### src/rtl/conv_pkg.sv
// conv_pkg: shared sizing helpers and the round/shift/saturate used by conv output stages
package conv_pkg;
  function automatic int conv_n(input int k);
    return k * k;
  endfunction
  function automatic int conv_addr_w(input int n);
    return $clog2(n);
  endfunction
  function automatic int conv_lvls(input int n);
    return $clog2(n);
  endfunction
  function automatic int conv_lat(input int n);
    return 2 + $clog2(n);
  endfunction
  function automatic int tree_cnt(input int n, input int l);
    int c;
    c = n;
    for (int i = 0; i < l; i++) c = (c + 1) / 2;
    return c;
  endfunction
  // acc arrives sign-extended to 64 bits so the rounding add cannot overflow
  function automatic logic [63:0] round_shift_sat(input logic signed [63:0] acc, input int s, input int out_w);
    logic signed [63:0] r, mx;
    mx = (64'sd1 <<< out_w) - 64'sd1;
    r = (s == 0) ? acc : (acc + (64'sd1 <<< (s - 1))) >>> s;
    return (r < 0) ? 64'd0 : (r > mx) ? mx : r;
  endfunction
endpackage

### src/rtl/conv_mac_kxk_if.sv
// conv_mac_kxk_if: window beat, kernel programming and result handshake bundle
interface conv_mac_kxk_if
  import conv_pkg::*;
#(
  parameter int K       = 3,
  parameter int PIX_W   = 8,
  parameter int COEF_W  = 16,
  parameter int ACC_W   = 32,
  parameter int OUT_W   = 8,
  parameter int SHIFT_W = 5
);
  localparam int N  = conv_n(K);
  localparam int AW = conv_addr_w(N);
  logic                      in_valid;
  logic                      in_ready;
  logic [N*PIX_W-1:0]        in_pix;
  logic                      coef_wr_en;
  logic [AW-1:0]             coef_wr_addr;
  logic signed [COEF_W-1:0]  coef_wr_data;
  logic                      shift_wr_en;
  logic [SHIFT_W-1:0]        shift_wr_data;
  logic                      coef_commit;
  logic                      out_valid;
  logic                      out_ready;
  logic signed [ACC_W-1:0]   out_acc;
  logic [OUT_W-1:0]          out_pix;
  modport master (
    output in_valid, in_pix, coef_wr_en, coef_wr_addr, coef_wr_data,
           shift_wr_en, shift_wr_data, coef_commit, out_ready,
    input  in_ready, out_valid, out_acc, out_pix
  );
  modport slave (
    input  in_valid, in_pix, coef_wr_en, coef_wr_addr, coef_wr_data,
           shift_wr_en, shift_wr_data, coef_commit, out_ready,
    output in_ready, out_valid, out_acc, out_pix
  );
endinterface

### src/rtl/conv_add_tree.sv
// conv_add_tree: registered pairwise signed adder tree with valid chain and stall enable
module conv_add_tree
  import conv_pkg::*;
#(
  parameter int N     = 9,
  parameter int IN_W  = 25,
  parameter int ACC_W = 32
) (
  input  logic                    clk,
  input  logic                    rstn,
  input  logic                    en,
  input  logic                    in_valid,
  input  logic [N*IN_W-1:0]       in_data,
  output logic                    out_valid,
  output logic signed [ACC_W-1:0] out_sum
);
  localparam int L = $clog2(N);
  genvar l;
  for (l = 0; l <= L; l++) begin : g_l
    localparam int C = tree_cnt(N, l);
    logic [C*ACC_W-1:0] d;
    logic               v;
    if (l == 0) begin : g_in
      // sign-extend every product to the accumulator width
      always_comb begin
        d = '0;
        for (int j = 0; j < N; j++) d[j*ACC_W +: ACC_W] = {{(ACC_W-IN_W){in_data[j*IN_W+IN_W-1]}}, in_data[j*IN_W +: IN_W]};
      end
      assign v = in_valid;
    end else begin : g_add
      logic [2*C*ACC_W-1:0] src;
      // zero padding turns an odd leftover operand into a registered pass-through
      assign src = (2*C*ACC_W)'(g_l[l-1].d);
      // pairwise sums of the previous level
      always_ff @(posedge clk)
        if (en)
          for (int j = 0; j < C; j++) d[j*ACC_W +: ACC_W] <= src[2*j*ACC_W +: ACC_W] + src[(2*j+1)*ACC_W +: ACC_W];
      // valid follows its data one level per enabled cycle
      always_ff @(posedge clk)
        if (!rstn) v <= 1'b0;
        else if (en) v <= g_l[l-1].v;
    end
  end
  assign out_valid = g_l[L].v;
  assign out_sum   = g_l[L].d;
endmodule

### src/rtl/conv_mac_kxk.sv
// conv_mac_kxk: KxK window times runtime-loadable kernel, with rounded saturated pixel output
module conv_mac_kxk
  import conv_pkg::*;
#(
  parameter int K       = 3,
  parameter int PIX_W   = 8,
  parameter int COEF_W  = 16,
  parameter int ACC_W   = 32,
  parameter int OUT_W   = 8,
  parameter int SHIFT_W = 5
) (
  input logic           clk,
  input logic           rstn,
  conv_mac_kxk_if.slave bus
);
  localparam int N  = conv_n(K);
  localparam int AW = conv_addr_w(N);
  localparam int L  = conv_lvls(N);
  localparam int PW = PIX_W + COEF_W + 1;
  if (K < 2 || ACC_W < PW + $clog2(N) || ACC_W > 63) begin : g_bad
    $error("conv_mac_kxk: illegal parameter set");
  end
  logic                     en;
  logic signed [COEF_W-1:0] sh_coef [N];
  logic signed [COEF_W-1:0] sh_coef_nx [N];
  logic signed [COEF_W-1:0] act_coef [N];
  logic [SHIFT_W-1:0]       sh_shift, sh_shift_nx, act_shift;
  logic [N*PW-1:0]          m_prod;
  logic                     m_valid;
  logic [SHIFT_W-1:0]       tag [L+1];
  logic                     tree_valid;
  logic signed [ACC_W-1:0]  tree_sum;
  assign en           = bus.out_ready || !bus.out_valid;
  assign bus.in_ready = en;
  // shadow bank after this cycle's writes, so a same-cycle commit sees them
  always_comb begin
    for (int i = 0; i < N; i++) sh_coef_nx[i] = (bus.coef_wr_en && bus.coef_wr_addr == AW'(i)) ? bus.coef_wr_data : sh_coef[i];
    sh_shift_nx = bus.shift_wr_en ? bus.shift_wr_data : sh_shift;
  end
  // shadow and active kernel banks; active changes only on commit
  always_ff @(posedge clk)
    if (!rstn) begin
      sh_coef   <= '{default: '0};
      act_coef  <= '{default: '0};
      sh_shift  <= '0;
      act_shift <= '0;
    end else begin
      sh_coef  <= sh_coef_nx;
      sh_shift <= sh_shift_nx;
      if (bus.coef_commit) begin
        act_coef  <= sh_coef_nx;
        act_shift <= sh_shift_nx;
      end
    end
  // multiply stage valid
  always_ff @(posedge clk)
    if (!rstn) m_valid <= 1'b0;
    else if (en) m_valid <= bus.in_valid;
  // multiply stage: unsigned pixel made signed by a zero MSB, times active coefficient
  always_ff @(posedge clk)
    if (en)
      for (int i = 0; i < N; i++) m_prod[i*PW +: PW] <= PW'($signed({1'b0, bus.in_pix[i*PIX_W +: PIX_W]})) * PW'(act_coef[i]);
  // shift value travels with its beat so later commits cannot touch it
  always_ff @(posedge clk)
    if (en) begin
      tag[0] <= act_shift;
      for (int l = 1; l <= L; l++) tag[l] <= tag[l-1];
    end
  conv_add_tree #(.N(N), .IN_W(PW), .ACC_W(ACC_W)) u_tree (
    .clk       (clk),
    .rstn      (rstn),
    .en        (en),
    .in_valid  (m_valid),
    .in_data   (m_prod),
    .out_valid (tree_valid),
    .out_sum   (tree_sum)
  );
  // output stage: raw sum plus rounded, shifted, clamped pixel; holds while stalled
  always_ff @(posedge clk)
    if (!rstn) begin
      bus.out_valid <= 1'b0;
      bus.out_acc   <= '0;
      bus.out_pix   <= '0;
    end else if (en) begin
      bus.out_valid <= tree_valid;
      bus.out_acc   <= tree_sum;
      bus.out_pix   <= OUT_W'(round_shift_sat(64'(tree_sum), int'(tag[L]), OUT_W));
    end
endmodule

### src/flat_wrapper.sv
// flat-port wrapper written by rule: the top's interface ports become plain ports
module conv_mac_kxk_flat import conv_pkg::*;
#(
  parameter int K       = 3,
  parameter int PIX_W   = 8,
  parameter int COEF_W  = 16,
  parameter int ACC_W   = 32,
  parameter int OUT_W   = 8,
  parameter int SHIFT_W = 5
)
  (clk, rstn, bus_in_valid, bus_in_pix, bus_coef_wr_en, bus_coef_wr_addr, bus_coef_wr_data, bus_shift_wr_en, bus_shift_wr_data, bus_coef_commit, bus_out_ready, bus_in_ready, bus_out_valid, bus_out_acc, bus_out_pix);
  conv_mac_kxk_if #(.K(K), .PIX_W(PIX_W), .COEF_W(COEF_W), .ACC_W(ACC_W), .OUT_W(OUT_W), .SHIFT_W(SHIFT_W)) bus_i ();
  input logic clk;
  input logic rstn;
  input wire logic [$bits(bus_i.in_valid)-1:0] bus_in_valid;
  input wire logic [$bits(bus_i.in_pix)-1:0] bus_in_pix;
  input wire logic [$bits(bus_i.coef_wr_en)-1:0] bus_coef_wr_en;
  input wire logic [$bits(bus_i.coef_wr_addr)-1:0] bus_coef_wr_addr;
  input wire logic [$bits(bus_i.coef_wr_data)-1:0] bus_coef_wr_data;
  input wire logic [$bits(bus_i.shift_wr_en)-1:0] bus_shift_wr_en;
  input wire logic [$bits(bus_i.shift_wr_data)-1:0] bus_shift_wr_data;
  input wire logic [$bits(bus_i.coef_commit)-1:0] bus_coef_commit;
  input wire logic [$bits(bus_i.out_ready)-1:0] bus_out_ready;
  output wire logic [$bits(bus_i.in_ready)-1:0] bus_in_ready;
  output wire logic [$bits(bus_i.out_valid)-1:0] bus_out_valid;
  output wire logic [$bits(bus_i.out_acc)-1:0] bus_out_acc;
  output wire logic [$bits(bus_i.out_pix)-1:0] bus_out_pix;
  assign bus_i.in_valid = bus_in_valid;
  assign bus_i.in_pix = bus_in_pix;
  assign bus_i.coef_wr_en = bus_coef_wr_en;
  assign bus_i.coef_wr_addr = bus_coef_wr_addr;
  assign bus_i.coef_wr_data = bus_coef_wr_data;
  assign bus_i.shift_wr_en = bus_shift_wr_en;
  assign bus_i.shift_wr_data = bus_shift_wr_data;
  assign bus_i.coef_commit = bus_coef_commit;
  assign bus_i.out_ready = bus_out_ready;
  assign bus_in_ready = bus_i.in_ready;
  assign bus_out_valid = bus_i.out_valid;
  assign bus_out_acc = bus_i.out_acc;
  assign bus_out_pix = bus_i.out_pix;
  conv_mac_kxk #(.K(K), .PIX_W(PIX_W), .COEF_W(COEF_W), .ACC_W(ACC_W), .OUT_W(OUT_W), .SHIFT_W(SHIFT_W)) u_core (.clk(clk), .rstn(rstn), .bus(bus_i));
endmodule
### config.mk
export PLATFORM = sky130hd
export DESIGN_NAME = conv_mac_kxk_flat
export DESIGN_NICKNAME = d
export VERILOG_FILES = /design/src/rtl/conv_pkg.sv /design/src/rtl/conv_mac_kxk_if.sv /design/src/rtl/conv_add_tree.sv /design/src/rtl/conv_mac_kxk.sv /design/src/flat_wrapper.sv
export SDC_FILE = /design/constraint.sdc
export NUM_CORES = 2
export LEC_CHECK = 0
export CELL_PAD_IN_SITES_DETAIL_PLACEMENT = 1
export CELL_PAD_IN_SITES_GLOBAL_PLACEMENT = 1
export CORE_UTILIZATION = 40
export CTS_CLUSTER_SIZE = 8
export DETAILED_ROUTE_END_ITERATION = 7
export GPL_TIMING_DRIVEN = 0
export PLACE_DENSITY = 0.63
export SLEW_MARGIN = 20
export SYNTH_ARGS = -nofsm -noshare
export SYNTH_HDL_FRONTEND = slang
export SYNTH_HIERARCHICAL = 1
export SYNTH_SLANG_ARGS = --single-unit
### constraint.sdc
create_clock -name clk -period 28.5 [get_ports clk]
set_clock_uncertainty 0.15 [all_clocks]
set_input_delay 4.275 -clock clk [delete_from_list [all_inputs] [get_ports clk]]
set_output_delay 4.275 -clock clk [all_outputs]
set_load 0.03 [all_outputs]
==> impl_metrics.ini <==
[synth]
synth_top_cells_by_count = inv_1 (1372), fa_1 (927), nand2_1 (923)
synth-seq-area-share = 0.2646
synth_mux_area_frac = 0.02312
ys_seq_elements = 901
netlist.area_leader.share = 0.2079
postSynthCellCount = 9342
synth-edff-count = 557
synth_top_area_cell = fa_1
synth_top_family_by_area = adder cells
synth-compound-area-share = 0.1290
avgSynthCellArea_um2 = 9.553
synth_ff_type = edfxtp_1
synth_area_leaders = fa_1 (21%), edfxtp_1 (19%), ha_1 (10%)
synth_xor_area_frac = 0.03865
synth_area_um2 = 89240
synth_cell_types = 120
ys_warn_count = 6
synthArstFlopShare = 0
synthAdderAreaFrac = 0.3100
synth.most_common_cell = inv_1
synthSimpleGateAreaFrac = 0.1621

[global_route]
grt_pass1_wl_mm = 437.9
grt_pass1_vias = 73697
grt_use_total = 0.2535
overflow = 0
antenna_found_initial = 19
grt_start_max_net_pins = 58

[cts]
clock_latency_ps = 800
cts_root_buffer = clkbuf_16
cts_inserted_buffers = 134
cts_resized = 0
clock-sinks = 901
clk_path_buf_depth = 3
cts_tree = done
clk_pin_slew_worst_paths_ps = 80
h-tree-depth = 4
hold_buffers = 0
cts_setup_buffers = 0

[flow_run]
max_cap_viol_count = 0

[worst_hold_path]
hp-class = flop to flop
min_path_cells = 0
min_from = u_core/tag[0][19]
min_to = u_core/tag[0][24]

[sta]
rsz0062_at_grt = false
layout_min_cycle_time_ps = 12080
setup_viol = 0
layout_setup_ws_ps = 16420
tightest_slew_ps = 1122
hold_viol_final = 0
max_freq_mhz = 82.76
max-slew-margin-rel = 0.2329
finalCritPeriodShare = 0.4240
slew_viol_final = 0

[floorplan]
initial_core_util = 0.4018
ioPinCount = 146
rows = 173
core_area_um2 = 222100
dieHeight_um = 474.3
die-width_um = 474.3
die_area_um2 = 225000

[worst_setup_path]
r2r_cells = 27
start_kind = input port
crit_buf_inv = 9
required_ps = 24080
worstSetupPathType = input port to output port
crit_fanout = 52
slowest_stage = clkdlybuf4s50_1
cp.arrival_ps = 7660
critPathTopFamily = buffers and inverters
reg2reg_to = u_core/bus.out_pix[6]
r2r_slack_ps = 17170
cp_common_cell = buf_16
cp_cell_sequence = clkdlybuf4s50_1 > nor2b_1 > clkinv_1 > clkbuf_4 > buf_16 > buf_16 > buf_12 > buf_16 > buf_12 > clkdlybuf4s50_1
cp-end-kind = output port
critPathMaxStageDelay_ps = 630
reg2reg_from = u_core/tag[0][20]

[detailed_routing]
post_drt_wl_per_cell_um = 22.30
detail-route-antenna-nets = 0
drc_errors = 0
vias = 68551
routed_wl_mm = 284.3
drt_iter0_markers = 3622
via_per_inst = 5.376
drt_first_pass_iters = 5

[pwr]
ir_worst_vdd_mv = 0.06331
powerDensity_nw_per_um2 = 83.85
power.leakage_nw = 47.29
power_mw = 8.318

[place]
gp_congestion = 0.9244
port_buffers = 127
pre_cts_slack_ps = 16360
dpl.hpwl_mm = 230.9

[outcome]
status = finished, final reports clean

[finish]
nets = 11424
syn2layout_area_growth_pct = 11.16
post_route_cells_drive_above_1_share = 0.03551
==> kinds of logic after synthesis <==
logic type	count (synthesis)
XOR/XNOR	393
adder cells (fa/ha/maj)	1655
multiplexers	199
buffers and inverters	1704
AO/OA/AOI/OAI	1635
flip-flops	901
AND/OR/NAND/NOR	2854
other	1
==> layout make-up <==
class | count | area (µm²)
antenna | 5 | 12.51
clock buffer | 223 | 3749
timing repair buffer | 157 | 1937
clock inverter | 20 | 392.9
tap | 2975 | 3722
sequential | 901 | 23610
fill | 25250 | 122900
buffer | 328 | 1343
multi-input combinational | 6767 | 59270
inverter | 1376 | 5165
==> flip-flops by register name (all words and copies together), names as in the netlist, 3 cells and up <==
signal and cells:
u_core/act_shift 5, u_core/bus.out_pix 8, u_core/sh_coef 144, u_core/tag 25, u_core/bus.out_acc 32, u_core/u_tree/g_l.v 3
u_core/m_prod 225, u_core/u_tree/g_l.d 275, u_core/sh_shift 5, u_core/u_tree/out_sum 32, u_core/act_coef 144
==> worst max path at each step <==
stage                  start            to  slack [ps]  cells after the start
2_1_floorplan  bus_out_ready  bus_in_ready        4170                      3
3_3_place_gp   bus_out_ready  bus_in_ready       -6820                      5
3_5_place_dp   bus_out_ready  bus_in_ready       16360                     10
4_1_cts        bus_out_ready  bus_in_ready       16340                     10
5_1_grt        bus_out_ready  bus_in_ready       16210                     10
6_report       bus_out_ready  bus_in_ready       16420                     10
==> placed cells by master, fill, tap and decap left out, drive strengths merged, types with 31 or more instances in the layout <==
| master | n |
|---|---|
| a211oi | 69 |
| a21boi | 81 |
| a21o | 152 |
| a21oi | 390 |
| a31oi | 56 |
| and2 | 764 |
| and3 | 64 |
| buf | 80 |
| clkbuf | 501 |
| clkdlybuf4s50 | 127 |
| conb | 31 |
| dfxtp | 344 |
| edfxtp | 557 |
| fa | 927 |
| ha | 728 |
| inv | 1377 |
| mux2i | 187 |
| nand2 | 924 |
| nand2b | 34 |
| nand3 | 108 |
| nand4 | 61 |
| nor2 | 404 |
| nor2b | 203 |
| nor3 | 113 |
| nor4 | 41 |
| o211a | 161 |
| o211ai | 40 |
| o21a | 66 |
| o21ai | 299 |
| o21bai | 39 |
| xnor2 | 303 |
| xor2 | 90 |
==> stage by stage <==
stage               hold slack, ps  instance area, µm²    util  setup TNS (ps)  cells
floorplan                    250.3               89350       -               0   9372
global placement             250.5               94350  0.4248          -44470  12474
detailed placement           255.2               95050  0.4280               0  12504
CTS                          241.6               99190  0.4466               0  12747
global route                 242.3               99200  0.4467               0  12749
finish                       241.3               99200  0.4467               0  12752
==> power by group <==
part	internal [mW]	leakage (nW)	total (mW)	switching, mW
clock network	0.923	1.96	1.57	0.645
logic	1.69	36.4	4.45	2.75
registers	2.00	8.93	2.30	0.305
==> layer usage <==
metal	vias up	wire length (µm)	track usage
li1	31856	-	-
met1	35170	124200	0.3219
met2	1134	142200	0.4488
met3	387	8519	0.02468
met4	4	9298	0.08221
met5	-	21	0
No activity file was read; power rests on OpenSTA's default activity.
